## config.mk

```make
export PLATFORM = sky130hd
export DESIGN_NAME = icache_refill_ctrl_flat
export DESIGN_NICKNAME = d
export VERILOG_FILES = /design/src/rtl/icache_refill_ctrl_if.sv /design/src/rtl/icache_refill_ctrl.sv /design/src/flat_wrapper.sv
export SDC_FILE = /design/constraint.sdc
export NUM_CORES = 1
export LEC_CHECK = 0
export CORE_ASPECT_RATIO = 0.7
export CORE_UTILIZATION = 35
export DETAILED_ROUTE_END_ITERATION = 7
export PLACE_DENSITY = 0.77
export SYNTH_ARGS = -nofsm -noshare
export SYNTH_HDL_FRONTEND = slang
export SYNTH_SLANG_ARGS = --single-unit
```

## constraint.sdc

```tcl
create_clock -name clk -period 6.7 [get_ports clk]
set_clock_uncertainty 0.1 [all_clocks]
set_input_delay 0.67 -clock clk [delete_from_list [all_inputs] [get_ports clk]]
set_output_delay 0.67 -clock clk [all_outputs]
set_load 0.05 [all_outputs]
```

## src/rtl/icache_refill_ctrl_if.sv

```systemverilog
// Bundle of fetch, cache and IRAM signals around the instruction-cache refill controller.
interface icache_refill_ctrl_if #(
  parameter int unsigned PC_SIZE    = 32,
  parameter int unsigned BLOCK_SIZE = 128,
  parameter int unsigned MEM_WIDTH  = 32
);

  // Fetch side
  logic                  fetch_req;
  logic [PC_SIZE-1:0]    pc;
  logic                  flush;
  logic                  stall;

  // Cache side
  logic                  hit;
  logic [PC_SIZE-1:0]    icache_pc;
  logic                  icache_we;
  logic [0:BLOCK_SIZE-1] block_out;

  // IRAM side
  logic                  mem_req;
  logic [PC_SIZE-1:0]    mem_addr;
  logic                  mem_gnt;
  logic                  mem_rvalid;
  logic [MEM_WIDTH-1:0]  mem_rdata;

  // Statistics
  logic [15:0]           miss_cnt;

  // Refill controller view
  modport slave (
    input  fetch_req, pc, flush, hit, mem_gnt, mem_rvalid, mem_rdata,
    output icache_pc, icache_we, block_out, stall, mem_req, mem_addr, miss_cnt
  );

  // Environment view (fetch unit, cache and IRAM together)
  modport master (
    output fetch_req, pc, flush, hit, mem_gnt, mem_rvalid, mem_rdata,
    input  icache_pc, icache_we, block_out, stall, mem_req, mem_addr, miss_cnt
  );

endinterface

```

## src/rtl/icache_refill_ctrl.sv

```systemverilog
// Instruction-cache refill controller: on a miss, bursts the aligned block from
// IRAM, assembles the line, writes it to the cache for one cycle and keeps the
// cache PC pinned to the missing address until the write is done.
module icache_refill_ctrl #(
  parameter int unsigned PC_SIZE    = 32,
  parameter int unsigned BLOCK_SIZE = 128,
  parameter int unsigned MEM_WIDTH  = 32
) (
  input  logic                  clk,
  input  logic                  nrst,
  icache_refill_ctrl_if.slave   bus
);

  localparam int unsigned BEATS  = BLOCK_SIZE / MEM_WIDTH;
  localparam int unsigned BEAT_W = $clog2(BEATS);
  localparam int unsigned OFF_W  = $clog2(BLOCK_SIZE / 8);
  localparam int unsigned CNT_W  = 16;

  typedef enum logic [1:0] {
    S_IDLE  = 2'd0,
    S_REQ   = 2'd1,
    S_BURST = 2'd2,
    S_FILL  = 2'd3
  } state_t;

  state_t                r_state;
  state_t                w_state_nxt;

  logic [PC_SIZE-1:0]    r_miss_pc;
  logic [PC_SIZE-1:0]    r_mem_addr;
  logic                  r_mem_req;
  logic                  r_icache_we;
  logic [0:BLOCK_SIZE-1] r_block;
  logic                  r_discard;
  logic [BEAT_W-1:0]     r_beat;
  logic [CNT_W-1:0]      r_miss_cnt;

  logic                  w_miss;
  logic                  w_last_beat;
  logic [PC_SIZE-1:0]    w_aligned_pc;
  logic [PC_SIZE-1:0]    w_icache_pc;
  logic                  w_stall;

  // A miss only starts a refill from IDLE; a same-cycle redirect voids it.
  assign w_miss       = (r_state == S_IDLE) & bus.fetch_req & ~bus.hit & ~bus.flush;
  assign w_last_beat  = bus.mem_rvalid & (r_beat == BEAT_W'(BEATS - 1));
  assign w_aligned_pc = {bus.pc[PC_SIZE-1:OFF_W], {OFF_W{1'b0}}};

  // State register
  always_ff @(posedge clk) begin
    if (!nrst) begin
      r_state <= S_IDLE;
    end else begin
      r_state <= w_state_nxt;
    end
  end

  // Next-state logic
  always_comb begin
    w_state_nxt = r_state;
    unique case (r_state)
      S_IDLE:  if (w_miss)      w_state_nxt = S_REQ;
      S_REQ:   if (bus.mem_gnt) w_state_nxt = S_BURST;
      S_BURST: if (w_last_beat) w_state_nxt = S_FILL;
      S_FILL:                   w_state_nxt = S_IDLE;
      default:                  w_state_nxt = S_IDLE;
    endcase
  end

  // Combinational outputs: cache PC steering and fetch stall
  always_comb begin
    w_icache_pc = r_miss_pc;
    w_stall     = 1'b0;
    unique case (r_state)
      S_IDLE: begin
        w_icache_pc = bus.pc;
        w_stall     = w_miss;
      end
      S_REQ, S_BURST: w_stall = 1'b1;
      S_FILL:         w_stall = r_discard | bus.flush;
      default:        w_stall = 1'b0;
    endcase
  end

  // Registered outputs and refill datapath (miss capture, beat assembly, discard)
  always_ff @(posedge clk) begin
    if (!nrst) begin
      r_miss_pc   <= '0;
      r_mem_addr  <= '0;
      r_mem_req   <= 1'b0;
      r_icache_we <= 1'b0;
      r_block     <= '0;
      r_discard   <= 1'b0;
      r_beat      <= '0;
      r_miss_cnt  <= '0;
    end else begin
      r_mem_req   <= (w_state_nxt == S_REQ);
      r_icache_we <= (w_state_nxt == S_FILL);

      if (w_miss) begin
        r_miss_pc  <= bus.pc;
        r_mem_addr <= w_aligned_pc;
        r_beat     <= '0;
        r_discard  <= 1'b0;
        if (r_miss_cnt != {CNT_W{1'b1}}) begin
          r_miss_cnt <= r_miss_cnt + CNT_W'(1);
        end
      end

      // The IRAM burst cannot be cancelled, so a redirect only marks the result void.
      if ((r_state != S_IDLE) && bus.flush) begin
        r_discard <= 1'b1;
      end

      if ((r_state == S_BURST) && bus.mem_rvalid) begin
        for (int unsigned k = 0; k < BEATS; k++) begin
          if (r_beat == BEAT_W'(k)) begin
            r_block[k*MEM_WIDTH +: MEM_WIDTH] <= bus.mem_rdata;
          end
        end
        r_beat <= r_beat + BEAT_W'(1);
      end
    end
  end

  assign bus.icache_pc = w_icache_pc;
  assign bus.stall     = w_stall;
  assign bus.icache_we = r_icache_we;
  assign bus.block_out = r_block;
  assign bus.mem_req   = r_mem_req;
  assign bus.mem_addr  = r_mem_addr;
  assign bus.miss_cnt  = r_miss_cnt;

endmodule

```

## src/flat_wrapper.sv

```systemverilog
// flat-port wrapper written by rule: the top's interface ports become plain ports
module icache_refill_ctrl_flat 
#(
  parameter int unsigned PC_SIZE    = 32,
  parameter int unsigned BLOCK_SIZE = 128,
  parameter int unsigned MEM_WIDTH  = 32
)
  (clk, nrst, bus_fetch_req, bus_pc, bus_flush, bus_hit, bus_mem_gnt, bus_mem_rvalid, bus_mem_rdata, bus_icache_pc, bus_icache_we, bus_block_out, bus_stall, bus_mem_req, bus_mem_addr, bus_miss_cnt);
  icache_refill_ctrl_if #(.PC_SIZE(PC_SIZE), .BLOCK_SIZE(BLOCK_SIZE), .MEM_WIDTH(MEM_WIDTH)) bus_i ();
  input  logic clk;
  input  logic nrst;
  input wire logic [$bits(bus_i.fetch_req)-1:0] bus_fetch_req;
  input wire logic [$bits(bus_i.pc)-1:0] bus_pc;
  input wire logic [$bits(bus_i.flush)-1:0] bus_flush;
  input wire logic [$bits(bus_i.hit)-1:0] bus_hit;
  input wire logic [$bits(bus_i.mem_gnt)-1:0] bus_mem_gnt;
  input wire logic [$bits(bus_i.mem_rvalid)-1:0] bus_mem_rvalid;
  input wire logic [$bits(bus_i.mem_rdata)-1:0] bus_mem_rdata;
  output wire logic [$bits(bus_i.icache_pc)-1:0] bus_icache_pc;
  output wire logic [$bits(bus_i.icache_we)-1:0] bus_icache_we;
  output wire logic [$bits(bus_i.block_out)-1:0] bus_block_out;
  output wire logic [$bits(bus_i.stall)-1:0] bus_stall;
  output wire logic [$bits(bus_i.mem_req)-1:0] bus_mem_req;
  output wire logic [$bits(bus_i.mem_addr)-1:0] bus_mem_addr;
  output wire logic [$bits(bus_i.miss_cnt)-1:0] bus_miss_cnt;
  assign bus_i.fetch_req = bus_fetch_req;
  assign bus_i.pc = bus_pc;
  assign bus_i.flush = bus_flush;
  assign bus_i.hit = bus_hit;
  assign bus_i.mem_gnt = bus_mem_gnt;
  assign bus_i.mem_rvalid = bus_mem_rvalid;
  assign bus_i.mem_rdata = bus_mem_rdata;
  assign bus_icache_pc = bus_i.icache_pc;
  assign bus_icache_we = bus_i.icache_we;
  assign bus_block_out = bus_i.block_out;
  assign bus_stall = bus_i.stall;
  assign bus_mem_req = bus_i.mem_req;
  assign bus_mem_addr = bus_i.mem_addr;
  assign bus_miss_cnt = bus_i.miss_cnt;
  icache_refill_ctrl #(.PC_SIZE(PC_SIZE), .BLOCK_SIZE(BLOCK_SIZE), .MEM_WIDTH(MEM_WIDTH)) u_core (.clk(clk), .nrst(nrst), .bus(bus_i));
endmodule
```

==> results.toml, run 1 <==
[hold_path]
hp-class = "reg -> reg"
hp-start = "u_core.bus.block_out[75]"
min_path_cells = 2
min_to = "u_core.bus.block_out[75]"

[worst_setup_path]
worstPathArrival_ps = 3160
crit_path_end_kind = "primary output"
reg2reg_from = "u_core.r_state[0]"
startpoint_type = "flip-flop"
worstPathMaxFanout = 47
required_ps = 5930
reg2reg_to = "u_core.bus.miss_cnt[13]"
rr_worst_depth = 7
worst-r2r-setup-slack_ps = 3300
critPathKind = "reg -> out"

[drt]
routed_wl_um = 23000
viasPerCell = 4.95
drc_errors = 0
vias = 6989
first_pass_iters = 5
wire_per_inst_um = 16.3
dr.first_iter.drc_count = 429
antenna_left = 0

[sta]
setup_viol = 0
slew_headroom_pct = 34.3
fin_crit_sh_pct = 58.6
tightestPinTransition_ps = 985
grt_setup_unrepaired = "no"
setup_tns_ps = 0
post-route-min-period_ps = 3930
slew_viol_final = 0
fmax_mhz = 255
hold_viol_final = 0
setup_slack_ps = 2770

[finish]
syn_to_final_growth_pct = 45.7
fin_cells = 1412
drive_above_1_share_pct = 7.01
finalNetCount = 1211
antenna_cells = 0

[cts]
cts_buffer_depth = 2
cts_sinks = 183
path_clk_slew_ps = 60
htreeDepth = 4
hold_buffers = 0
postCtsSetupBuffers = 0
cts_root_buf = "clkbuf_16"
clk_latency_ps = 430
numCtsBuffers = 17
cts_tree = "built"
cts_resized = 0

[place]
port_buffers = 277
dp_hpwl_um = 15600
gp_congestion = 0.841
dp.cells = 1381
pre_cts_ws_ps = 3000

[die]
rows = 43
die_h_um = 123
die-area_um2 = 21500
die_x_um = 175
core_area_um2 = 20200
ios = 282
initial_utilization_pct = 36.3

[synth]
synth-seq-cells = 183
synth.largest_area_cell = "dfxtp_1"
synth_cells = 917
yosys_warnings = 0
syn_area_per_cell_um2 = 7.99
async_flop_share_pct = 0
yosysMostFrequentCell = "nand2_1"
synth_top_area_share_pct = 50.0
synth.distinct_cells = 34
synth_edf_count = 0
synth_common_cells = "334 x nand2_1, 183 x dfxtp_1, 176 x a21oi_1"
synth.area.top_cells = "dfxtp_1 50%, nand2_1 17%, a21oi_1 12%"
synth-main-ff-cell = "dfxtp_1"
synthesis.area_um2 = 7330
seq_area_frac_synth_pct = 50.0

[status]
status = "complete, no violations"

[global_route]
grt.met3_usage_pct = 8.03
grt_overflow = 0
grt_max_degree = 91
use_met1_pct = 25.5
grt_util_met2_pct = 34.5
busiest_layer = "met2"
grt_pass1_wl_um = 35300
grt_antenna_before_repair = 0
grt_pass1_vias = 6713
track_usage_pct = 20.9

[power]
finalPower_uw = 3060
p_per_area_nw_per_um2 = 287
leakagePower_uw = 0.00355
ir_worst_vdd_v = 0.000119

[flow_run]
cap_viol_max_count = 0
-- layout make-up --
cell class                 count  area (um^2)
tap                          270          338
multi-input combinational    629         3150
inverter                      10         42.5
clock inverter                14          190
clock buffer                  17          425
fill                        1841         9500
sequential                   183         3660
timing repair buffer         289         2860
-- power by group --
group	total (uW)	switching (uW)	internal [uW]
combinational	854	551	303
sequential	1150	23.5	1120
clock	1060	460	598
-- routing by layer --
layer	wire (um)	vias up
li1	-	3435
met1	9430	3234
met2	10800	298
met3	2500	22
met4	281	0
met5	0	-
-- worst max-delay path by stage --
stage,cells after the start,startpoint,slack (ps),endpoint
after detailed placement,4,bus_flush,3000,bus_stall
after floorplan,6,bus_hit,4300,u_core.bus.miss_cnt[13]
after CTS,6,u_core.r_state[0],2710,bus_stall
after global routing,6,u_core.r_state[1],2560,bus_stall
final,6,u_core.r_state[0],2770,bus_stall
after global placement,4,bus_flush,3010,bus_stall
-- cell usage in the layout (no fill, tap or decap), types with 3 or more instances in the layout --
master	Yosys	layout
nand4_1	6	6
nand2_1	334	334
o311ai_0	3	3
inv_6	0	5
o41ai_1	5	5
ha_1	10	10
mux2_2	32	32
o21ai_0	8	8
nand3_1	8	8
or4_1	8	8
clkdlybuf4s50_1	0	277
and2_1	3	3
and3_1	4	4
inv_1	9	9
conb_1	1	4
buf_4	33	12
clkbuf_16	0	17
dfxtp_1	183	183
bufinv_16	0	3
o31ai_1	8	8
nor3_1	3	3
a21oi_1	176	176
or3_1	5	5
-- logic make-up after synthesis --
| logic type | count (synthesis) | synth area share [%] |
|---|---|---|
| compound gates | 204 | 14.7 |
| fa+ha+maj | 10 | 1.71 |
| buf+inv | 108 | 7.34 |
| flops | 183 | 50.0 |
| mux | 32 | 4.92 |
| other cells | 1 | 0.0512 |
| simple gates | 379 | 21.3 |
-- registers in the layout, summed over array words and instances, names as in the netlist --
name                  cells
u_core.r_state            2
u_core.bus.icache_we      1
u_core.bus.block_out    128
u_core.r_miss_pc         32
u_core.r_discard          1
u_core.r_beat             2
u_core.bus.miss_cnt      16
u_core.bus.mem_req        1
-- stage by stage --
step           hold slack (ps)  area (um^2)  utilization (%)
2_1_floorplan              334         7340                -
3_3_place_gp               340        10100             49.9
3_5_place_dp               345        10100             49.9
4_1_cts                    355        10700             52.9
5_1_grt                    373        10700             52.9
6_report                   353        10700             52.9
-- critical path, cell delays in order, from the launching register on --
cell	delay [ps]
dfxtp_1	350
inv_1	120
ha_1	150
buf_4	410
nand4bb_4	660
nand2_1	210
clkdlybuf4s50_1	820
Note: power is estimated with default switching activity, not from simulation.
==> inputs of run 2 (changes only) <==
Clock period 6.7 ns to 3.8 ns, I/O delays scaled along.
==> results.toml, run 2 (synthesis results as in run 1) <==
[worst_setup_path]
required_ps = 3320
critPathKind = "reg -> out"
startpoint_type = "flip-flop"
worstPathArrival_ps = 3060
crit_path_end_kind = "primary output"
worstPathMaxFanout = 22

[global_route]
grt_overflow = 0
grt_pass1_vias = 6526
grt_antenna_before_repair = 0
grt_pass1_wl_um = 34900
grt_max_degree = 96
track_usage_pct = 20.7

[finish]
fin_cells = 1415
largest_reg_flops = 128
syn_to_final_growth_pct = 47.1
antenna_cells = 0
finalNetCount = 1213
drive_above_1_share_pct = 7.34
layout_commonest_cell = "nand2_1"
final_cell_mix = "334 x nand2_1, 276 x clkdlybuf4s50_1, 183 x dfxtp_1, 176 x a21oi_1, 32 x mux2_2"

[cts]
htreeDepth = 4
cts_sinks = 183
numCtsBuffers = 17
postCtsSetupBuffers = 0
cts_resized = 0
cts_buffer_depth = 2
path_clk_slew_ps = 70
cts_root_buf = "clkbuf_16"
clk_latency_ps = 420
cts_tree = "built"
hold_buffers = 0

[place]
port_buffers = 277
gp_congestion = 0.860
dp_hpwl_um = 15900
dp.cells = 1383

[power]
p_per_area_nw_per_um2 = 516
ir_worst_vdd_v = 0.000227
leakagePower_uw = 0.00360

[die]
die_x_um = 175
die_h_um = 123
core_area_um2 = 20200
ios = 282
rows = 43
initial_utilization_pct = 36.3
die-area_um2 = 21500

[flow_run]
cap_viol_max_count = 0

[sta]
post-route-min-period_ps = 3540
fin_crit_sh_pct = 93.1
slew_headroom_pct = 45.9
grt_setup_unrepaired = "no"
hold_viol_final = 0
fmax_mhz = 283
tightestPinTransition_ps = 810
setup_viol = 0
setup_tns_ps = 0
slew_viol_final = 0

[hold_path]
hp-class = "reg -> reg"

[drt]
vias = 6984
viasPerCell = 4.94
antenna_left = 0
dr.first_iter.drc_count = 413
routed_wl_um = 22700
drc_errors = 0
first_pass_iters = 5
wire_per_inst_um = 16.0

[status]
status = "complete, no violations"
[run 2: layer usage]
layer	GRT usage, %	up-vias	routed length [um]
met3	7.84	19	2030
met5	0	-	0
met1	25.4	3299	9770
met2	34.3	237	10700
li1	-	3429	-
met4	4.95	0	238
[run 2: stage by stage]
stage	cell area, um^2	total power, uW	hold slack [ps]	utilization, %	setup WS [ps]
CTS	10800	5630	356	53.5	227
floorplan	7340	3100	334	-	1460
finish	10800	5570	354	53.5	261
detailed placement	10100	3580	347	50.1	697
global route	10800	5780	370	53.5	135
global placement	10100	3560	340	50.1	797
[run 2: critical path, cell delays in order (launching register included)]
cell             delay, ps
dfxtp_1                350
inv_1                  130
ha_1                   620
buf_4                  420
mux2_2                 380
clkdlybuf4s50_1        720
[run 2: path summary, 6_finish.rpt]
| kind | start | to | slack [ps] | depth (start not counted) |
|---|---|---|---|---|
| max reg2reg | u_core.r_state[0] | u_core.bus.miss_cnt[13] | 860 | 6 |
| min | u_core.bus.block_out[25] | u_core.bus.block_out[25] | 350 | 2 |
| min reg2reg | u_core.bus.block_out[25] | u_core.bus.block_out[25] | 350 | 2 |
| max | u_core.r_state[0] | bus_icache_pc[19] | 260 | 5 |
[run 2: layout make-up]
cell class                      count  area (um^2)
Fill cell                        1865         9390
Sequential cell                   183         3660
Multi-Input combinational cell    629         3150
Timing Repair Buffer              291         2900
Clock buffer                       19          453
Tap cell                          270          338
Clock inverter                     13          234
Inverter                           10         42.5
[run 2: power breakdown]
part           internal [uW]  switching [uW]
logic                    547             957
registers               1980            43.7
clock network           1230             808
